[config.mk]
export PLATFORM = sky130hd
export DESIGN_NAME = truth_table_sweeper
export DESIGN_NICKNAME = d
export VERILOG_FILES = /design/src/rtl/truth_table_sweeper.sv
export SDC_FILE = /design/constraint.sdc
export NUM_CORES = 1
export LEC_CHECK = 0
export CAP_MARGIN = 25
export CORE_MARGIN = 1.5
export CORE_UTILIZATION = 53
export CTS_CLUSTER_SIZE = 30
export DETAILED_ROUTE_END_ITERATION = 12
export GPL_TIMING_DRIVEN = 0
export HOLD_SLACK_MARGIN = 0.06
export PLACE_DENSITY_LB_ADDON = 0.12
export RECOVER_POWER = 25
export SKIP_CTS_REPAIR_TIMING = 1
export SLEW_MARGIN = 30
export SYNTH_ARGS = -nofsm -noshare
export SYNTH_HDL_FRONTEND = slang
export SYNTH_SLANG_ARGS = --single-unit
[constraint.sdc]
create_clock -name clk -period 3.47 [get_ports clk]
set_input_delay 0.347 -clock clk [delete_from_list [all_inputs] [get_ports clk]]
set_output_delay 0.347 -clock clk [all_outputs]
set_load 0.02 [all_outputs]
[src/rtl/truth_table_sweeper.sv]
// truth_table_sweeper: exhaustive on-chip sweep of a DKNF/DDNF pair against
// a synchronous truth-table ROM, with a mismatch count and first-failure capture.
//
// Ports:
//   clk, rst        : clock (rising edge), asynchronous active-high reset
//   start           : sweep request, honoured only in IDLE or DONE
//   o_x, o_tbl_addr : vector driven to both implementations and the ROM
//   i_tbl_data      : ROM word, valid one cycle after its address
//   i_y_dknf/ddnf   : implementation outputs, combinational in o_x
//   busy, done, pass: sweep status
//   err_count       : vectors with any mismatch this sweep
//   first_err_*     : address and {dknf_bad, ddnf_bad} of the first mismatch
module truth_table_sweeper #(
    parameter int N_IN  = 9,
    parameter int N_OUT = 4
) (
    input  logic              clk,
    input  logic              rst,
    input  logic              start,
    output logic [N_IN-1:0]   o_x,
    output logic [N_IN-1:0]   o_tbl_addr,
    input  logic [0:N_OUT-1]  i_tbl_data,
    input  logic [0:N_OUT-1]  i_y_dknf,
    input  logic [0:N_OUT-1]  i_y_ddnf,
    output logic              busy,
    output logic              done,
    output logic              pass,
    output logic [N_IN:0]     err_count,
    output logic              first_err_valid,
    output logic [N_IN-1:0]   first_err_addr,
    output logic [1:0]        first_err_kind
);

    typedef enum logic [1:0] {
        S_IDLE,
        S_SWEEP,
        S_DRAIN,
        S_DONE
    } state_t;

    localparam logic [N_IN-1:0] CNT_MAX = '1;
    localparam logic [N_IN:0]   ERR_ONE = 1;

    state_t             r_state;
    state_t             w_next;
    logic [N_IN-1:0]    r_cnt;

    // Stage 1: registered implementation outputs, aligned with the ROM word
    logic               r_v1;
    logic [N_IN-1:0]    r_a1;
    logic [0:N_OUT-1]   r_y_dknf;
    logic [0:N_OUT-1]   r_y_ddnf;

    logic [N_IN:0]      r_err;
    logic               r_fev;
    logic [N_IN-1:0]    r_faddr;
    logic [1:0]         r_fkind;

    logic               w_clear;
    logic               w_dknf_bad;
    logic               w_ddnf_bad;
    logic               w_commit;
    logic               w_busy;
    logic               w_done;

    // Start is accepted only while no sweep is in flight
    assign w_clear = start && (r_state == S_IDLE || r_state == S_DONE);

    // Both compares run every vector so one failure never hides the other
    assign w_dknf_bad = r_v1 && (r_y_dknf != i_tbl_data);
    assign w_ddnf_bad = r_v1 && (r_y_ddnf != i_tbl_data);
    assign w_commit   = w_dknf_bad || w_ddnf_bad;

    // State register
    always_ff @(posedge clk or posedge rst) begin
        if (rst) begin
            r_state <= S_IDLE;
        end else begin
            r_state <= w_next;
        end
    end

    // Next-state logic
    always_comb begin
        w_next = r_state;
        unique case (r_state)
            S_IDLE:  if (start) w_next = S_SWEEP;
            S_SWEEP: if (r_cnt == CNT_MAX) w_next = S_DRAIN;
            S_DRAIN: w_next = S_DONE;
            S_DONE:  if (start) w_next = S_SWEEP;
            default: w_next = S_IDLE;
        endcase
    end

    // Output logic
    always_comb begin
        w_busy = 1'b0;
        w_done = 1'b0;
        unique case (r_state)
            S_SWEEP: w_busy = 1'b1;
            S_DRAIN: w_busy = 1'b1;
            S_DONE:  w_done = 1'b1;
            default: ;
        endcase
    end

    // Vector counter holds at the last vector until the next start
    always_ff @(posedge clk or posedge rst) begin
        if (rst) begin
            r_cnt <= '0;
        end else if (w_clear) begin
            r_cnt <= '0;
        end else if (r_state == S_SWEEP && r_cnt != CNT_MAX) begin
            r_cnt <= r_cnt + 1'b1;
        end
    end

    // Compare pipeline; valid only for vectors presented in SWEEP
    always_ff @(posedge clk or posedge rst) begin
        if (rst) begin
            r_v1     <= 1'b0;
            r_a1     <= '0;
            r_y_dknf <= '0;
            r_y_ddnf <= '0;
        end else begin
            r_v1     <= (r_state == S_SWEEP);
            r_a1     <= r_cnt;
            r_y_dknf <= i_y_dknf;
            r_y_ddnf <= i_y_ddnf;
        end
    end

    // Result registers
    always_ff @(posedge clk or posedge rst) begin
        if (rst) begin
            r_err   <= '0;
            r_fev   <= 1'b0;
            r_faddr <= '0;
            r_fkind <= '0;
        end else if (w_clear) begin
            r_err   <= '0;
            r_fev   <= 1'b0;
            r_faddr <= '0;
            r_fkind <= '0;
        end else if (w_commit) begin
            r_err <= r_err + ERR_ONE;
            if (!r_fev) begin
                r_fev   <= 1'b1;
                r_faddr <= r_a1;
                r_fkind <= {w_dknf_bad, w_ddnf_bad};
            end
        end
    end

    assign o_x             = r_cnt;
    assign o_tbl_addr      = r_cnt;
    assign busy            = w_busy;
    assign done            = w_done;
    assign pass            = w_done && (r_err == '0);
    assign err_count       = r_err;
    assign first_err_valid = r_fev;
    assign first_err_addr  = r_faddr;
    assign first_err_kind  = r_fkind;

endmodule

After elaboration in Yosys (flattened, before gate mapping)

Cells that the tools add are included.

Flip-flop bits (word level): 51

Add/sub/neg operators: 2
Eq/ne operators: 10
Multiplexer cells: 17
Reductions and logical operators: 15

Operators with widths:

| operator              | count |
|---|---|
| $mux 9                | 5 |
| $mux 10               | 2 |
| $add 10x1->10 const B | 1 |
| $logic_not 10->1      | 1 |
| $mux 2                | 5 |
| $add 9x1->9 const B   | 1 |
| $eq 9x9->1 const B    | 1 |
| $ne 9x9->1 const B    | 1 |
| $ne 4x4->1            | 2 |
| $pmux 2 s3            | 1 |
| $logic_and 1x1->1     | 5 |
| $eq 2x2->1 const B    | 2 |
| $mux 1                | 4 |
| $ne 2x1->1 const B    | 2 |
| $reduce_and 2->1      | 2 |
| $reduce_bool 2->1     | 2 |
| $reduce_or 2->1       | 2 |
| $eq 2x1->1 const B    | 1 |
| $logic_not 2->1       | 1 |
| $logic_or 1x1->1      | 2 |
| $ne 2x2->1 const B    | 1 |

Depth between registers and ports, before layout

Gate-level depths: netlist of run 1.

Word-level depth: 5
Gate-level depth with buffers: 9

Least setup slack after synthesis of run 1

Ideal clock, no wire load.

Path kind: register -> register
Start: register r_cnt[0], in the netlist o_tbl_addr[0]
End: register r_cnt[7], in the netlist o_tbl_addr[7]
Setup time: 78 ps
Arrival: 1879 ps
Data required time: 3392 ps
Path slack: 1512 ps
Stages on the path, launching flop included: 10
Buffers on the path: 1
Clock period less this slack: 1958 ps
Cells stage by stage: dfrtp_1 > ha_1 > nand3_1 > nor2_1 > ha_1 > nor2b_1 > buf_2 > nand2_1 > or3_1 > a21oi_1

Longest elaborated chain between the ends: 3

RTL lines:

| what                                               | RTL line | RTL |
|---|---|---|
| from (decl)                                        | 46       | `logic [N_IN-1:0] r_cnt;` |
| from (signal assigned)                             | 114      | `r_cnt <= r_cnt + 1'b1;` |
| $add 9x1->9 / $ne 9x9->1 (equally long branches)   | 114, 113 |  |
| $mux 9 / $logic_and 1x1->1 (equally long branches) | 113      | `end else if (r_state == S_SWEEP && r_cnt != CNT_MAX) begin` |
| $mux 9 / $reduce_bool 2->1 (equally long branches) | n/a      |  |

Parallel ways exist; a longest one is shown, timed or not. The select of a mux whose other input is x is not followed.
A chain may end at the register's enable or synchronous reset.

Worst setup path after layout of run 1

Start: register r_err[0], in the netlist err_count[0]
End: output port pass

Longest elaborated chain between the ends: 2

RTL lines:

| what                   | RTL line | RTL |
|---|---|---|
| from (decl)            | 54       | `logic [N_IN:0] r_err;` |
| from (signal assigned) | 146      | `r_err <= r_err + ERR_ONE;` |
| $logic_not 10->1       | 159      | `assign pass = w_done && (r_err == '0);` |
| $logic_and 1x1->1      | 159      |  |
| to (decl)              | 27       | `output logic pass,` |

No other way between the ends.

==> results of run 1 <==
## logic make-up (layout without fill, tap and decap cells)
logic type,after synthesis,in the layout,share of synthesized area
buf+inv,23,88,0.0605
compound gates,37,37,0.101
fa+ha+maj,7,7,0.0368
xor+xnor,14,14,0.0516
mux,12,12,0.0505
flops,51,51,0.537
simple gates,76,76,0.163
## power by group through the flow
stage / registers (mW) / clock network (mW) / logic, mW
floorplan: 0.823 / 0 / 0.419
global placement: 0.780 / 0 / 0.758
detailed placement: 0.784 / 0 / 0.774
CTS: 0.772 / 0.377 / 0.778
global route: 0.788 / 0.403 / 0.834
finish: 0.773 / 0.366 / 0.769
## synth_stat cells, types with 2 or more instances
cell type,n
nand4_1,6
nor2_1,8
mux2i_1,12
ha_1,7
nand2b_1,3
buf_6,3
and4_1,2
and3_1,3
clkbuf_1,4
dfrtp_1,51
o21ai_1,7
buf_4,9
nand2_1,42
nor4_4,2
or2_2,2
a2111o_1,7
inv_1,6
a21oi_1,14
o21ai_0,5
xor2_1,13
nand3_1,3
## registers in the layout (all words and copies together), names as in the netlist, 2 cells and up
register,count
o_tbl_addr,9
r_state,2
first_err_kind,2
r_y_ddnf,4
err_count,10
r_a1,9
r_y_dknf,4
first_err_addr,9
## worst register-to-register path: cells and delay by family (launching register included)
family,cells,cell delay (ns)
compound gates,1,0.14
fa+ha+maj,2,0.46
buf+inv,1,0.21
flops,1,0.45
simple gates,5,0.74
## stage by stage
stage	std cells	utilization
after floorplan	220	-
after global placement	329	0.697
after detailed placement	329	0.697
after CTS	337	0.720
after global routing	337	0.720
final	337	0.720
## final cells by class
cell class              instances  area (um2)  share of cell area
flip-flops and latches         51        1280               0.410
multi-input cells             146         957               0.308
repair buffers                 57         571               0.183
plain buffers                  17         121              0.0390
clock buffers                   5        68.8              0.0221
well taps                      52        65.1              0.0209
clock inverters                 3        28.8             0.00925
inverters                       6        23.8             0.00764
## metal layers
| metal | GRT usage | up-vias |
|---|---|---|
| li1 | - | 875 |
| met1 | 0.279 | 884 |
| met2 | 0.364 | 60 |
| met3 | 0.0404 | 4 |
| met4 | 0.0726 | 0 |
| met5 | 0 | - |
## worst paths after layout
path | start | end | cells after the start
max in group asynchronous | rst | err_count[8] | 2
hold / removal | o_tbl_addr[8] | r_a1[8] | 0
hold reg to reg | o_tbl_addr[8] | r_a1[8] | 0
min in group asynchronous | rst | first_err_addr[5] | 2
setup / recovery | err_count[0] | pass | 5
setup reg to reg | o_tbl_addr[0] | o_tbl_addr[7] | 9
==> metrics.yaml, run 1 <==
areaGrowthSynthToFinish_pct: 30.9
rsz0062_at_grt: "no"
crit_chain: "inv_1 > ha_1 > nor4b_1 > and4b_1 > clkdlybuf4s50_1"
grt_use_total: 0.215
cp.required_ns: 3.12
die_w_um: 70.0
skew_ns: 0.00780
start_util: 0.550
power-per-cell-area_mw_per_mm2: 613
clock.fmax_mhz: 415
drtPass1Iterations: 4
ys_seq_elements: 51
wl_per_cell_um: 14.9
final_cell_mix: "dfrtp_1, clkdlybuf4s50_1, nand2_1, a21oi_1, xor2_1"
clock_latency_ns: 0.31
cts_tree: "yes"
yosysSeqAreaShare: 0.537
core_area_mm2: 0.00432
grt_pass1_wl_mm: 8.34
rrSetupSlack_ns: 1.40
cp.buffers_inverters: 2
critPathLaunchType: "register"
clockBufferDepth: 2
finalCritPeriodShare: 0.695
finalWirelength_mm: 5.02
netlist_instances: 220
routed_via_density: 5.41
synth.area.top_cells: "dfrtp_1, nand2_1, mux2i_1"
drive_above_1_share: 0.0947
detail_route.iter0.violations: 78
ys_async_sr_fraction: 1.00
endpoint_kind: "primary output"
sequentialPowerShare: 0.405
first_global_vias: 1802
syn_nets: 242
cap_violations: 1
drc: 0
place_hpwl_mm: 3.58
wl_met2_mm: 2.54
io_buffer_count: 57
internal_power_mw: 1.17
vias: 1823
clock_sinks: 51
hold_viol_final: 0
p_comb_frac: 0.403
power_mw: 1.91
die_h_um: 70.0
ios: 58
met3_length_um: 283
violations: "capacitance limit, slew limit"
power.switching_mw: 0.740
maxSlewViolCount: 52
dp_worst_setup_slack_ns: 1.21
avgSynthCellArea_um2: 10.8
nets: 306
yosysWarnings: 0
stdcell_area_mm2: 0.00311
mostFrequentLayoutCell: "dfrtp_1"
fill_cells: 333
setup_viol: 0
ir_worst_vdd_v: 0.000494
critPathTopFamily: "buffers and inverters"
timing.hold.ws_ns: 0.475
globalplace.congestion: 0.834
yosys.area.top_type: "dfrtp_1"
highest_layer: "met4"
critPathArrivalTime_ns: 2.07
crit_fanout: 6
cp_slowest_cell: "clkdlybuf4s50_1"
die_area_mm2: 0.00490
rows: 24
grt_max_degree: 52
power.share.switching: 0.388
worst_slack_ns: 1.06
clock_power_share: 0.192
cpPeakStageDelay_ns: 0.59
path_clk_slew_ns: 0.10
p_leak_nw: 1.36
synth.distinct_cells: 32
relSlewSlack: -0.466
cts-root-buf: "clkbuf_8"
netlist.area_leader.share: 0.537
wl_met1_mm: 2.16
grt_overflow: 0
fin_tns_setup_ns: 0
cts_max_level: 2
place_area_mm2: 0.00302
cts-buffers-inserted: 5
worst_pin_slew_ns: 2.19
synth-edff-count: 0
antenna_found_initial: 0
ys.flop_type: "dfrtp_1"
period_minus_slack_ns: 2.41
outcome: "finished, violations left"
ant_nets: 0
diodes: 0
netlist_area_mm2: 0.00238
path_class: "register to primary output"
min_path_type: "register to register"
Note: power is estimated with default switching activity, not from simulation.
==> inputs of run 2 (changes only) <==
- CORE_UTILIZATION: 53 -> 49
- clock period: 3.47 -> 2.47 ns (I/O delays scaled with it)
==> run 2 against run 1 <==
Effect of this change:
- the run still ends with capacitance limit, slew limit left
- clock power increased by 61%
- worst setup slack got worse by 0.91 ns
- sequential share of layout area decreased by 0.25 points
- largest cell class unchanged
==> metrics.yaml, run 2 (synthesis gave the netlist of run 1 again) <==
relSlewSlack: -0.235
rows: 25
violations: "capacitance limit, slew limit"
grt_use_total: 0.198
io_buffer_count: 57
largest_reg_flops: 10
fin_tns_setup_ns: 0
clock_power_share: 0.215
path_clk_slew_ns: 0.10
die_w_um: 72.7
path_class: "register to primary output"
crit_chain: "inv_1 > ha_1 > nor4b_1 > and4b_1 > clkdlybuf4s50_1"
cts-root-buf: "clkbuf_8"
hp-start: "o_tbl_addr[5]"
cp.required_ns: 2.22
clock_sinks: 51
cts-buffers-inserted: 5
crit_fanout: 6
rsz0062_at_grt: "no"
drive_above_1_share: 0.0912
cts_tree: "yes"
cap_violations: 1
first_global_vias: 1658
skew_ns: 0.00796
grt_overflow: 0
vias: 1768
globalplace.congestion: 0.816
mostFrequentLayoutCell: "dfrtp_1"
sequentialPowerShare: 0.393
worstSetupStartpoint: "err_count[0]"
cp.buffers_inverters: 2
die_h_um: 72.7
internal_power_mw: 1.73
period_minus_slack_ns: 2.32
clock.fmax_mhz: 432
critPathTopFamily: "buffers and inverters"
hold_viol_final: 0
clockBufferDepth: 2
endpoint_kind: "primary output"
critPathLaunchType: "register"
outcome: "finished, violations left"
routed_via_density: 5.22
dp.cells: 331
critPathArrivalTime_ns: 2.07
finalWirelength_mm: 4.79
dp_worst_setup_slack_ns: 0.317
reg2reg_from: "o_tbl_addr[0]"
start_util: 0.507
ir_worst_vdd_v: 0.000529
nets: 306
cts_max_level: 2
final_cells: 339
power-per-cell-area_mw_per_mm2: 879
areaGrowthSynthToFinish_pct: 31.7
grt_pass1_wl_mm: 7.94
cp_slowest_cell: "clkdlybuf4s50_1"
core_area_mm2: 0.00469
drc: 0
drtPass1Iterations: 4
worst_pin_slew_ns: 1.85
min_path_type: "register to register"
power_mw: 2.75
ios: 58
diodes: 0
fill_cells: 376
power.switching_mw: 1.02
p_comb_frac: 0.392
cpPeakStageDelay_ns: 0.60
p_leak_nw: 1.37
detail_route.iter0.violations: 87
maxSlewViolCount: 52
finalCritPeriodShare: 0.938
die_area_mm2: 0.00528
timing.hold.ws_ns: 0.485
setup_viol: 0
final_cell_mix: "dfrtp_1, clkdlybuf4s50_1, nand2_1, a21oi_1, xor2_1"
wl_per_cell_um: 14.1
ant_nets: 0
clock_latency_ns: 0.31
worst_slack_ns: 0.153
place_hpwl_mm: 3.36
antenna_found_initial: 0
power.share.switching: 0.371
grt_max_degree: 52
-- run 2: final timing paths --
path / slack, ns / depth (start not counted) / endpoint
max: 0.15 / 5 / pass
min: 0.48 / 0 / r_a1[5]
max reg2reg: 0.40 / 9 / o_tbl_addr[7]
min reg2reg: 0.48 / 0 / r_a1[5]
max in group asynchronous: 0.56 / 2 / err_count[6]
min in group asynchronous: 0.84 / 2 / first_err_addr[5]
-- run 2: area by class of cell --
type	instances	area, um2	share of cell area
buffer	17	121	0.0388
tap	54	67.6	0.0216
inverter	6	22.5	0.00719
clock buffer	5	68.8	0.0220
sequential	51	1280	0.408
multi-input combinational	146	957	0.306
clock inverter	3	46.3	0.0148
timing repair buffer	57	571	0.182
-- run 2: through the flow --
| stage | util | cell area, um2 |
|---|---|---|
| floorplan | - | 2380 |
| global placement | 0.643 | 3020 |
| detailed placement | 0.643 | 3020 |
| CTS | 0.668 | 3130 |
| global route | 0.667 | 3130 |
| finish | 0.667 | 3130 |
-- run 2: metal layers --
layer	global-route usage	part of all wire	vias to the layer above
met5	0	0	-
met4	0.0671	0.010	0
met3	0.0552	0.058	6
met2	0.320	0.48	52
met1	0.258	0.45	831
li1	-	-	879
-- run 2: power groups by stage --
stage	Sequential [mW]	Clock [mW]	Combinational (mW)
floorplan	1.16	0	0.589
global placement	1.10	0	1.07
detailed placement	1.10	0	1.09
CTS	1.08	0.608	1.09
global route	1.10	0.642	1.19
finish	1.08	0.590	1.08
==> inputs of run 3 (changes only) <==
- TNS_END_PERCENT: unset -> 100
==> results of run 3 <==
Final layout, timing and power as in run 2 (identical DEF).
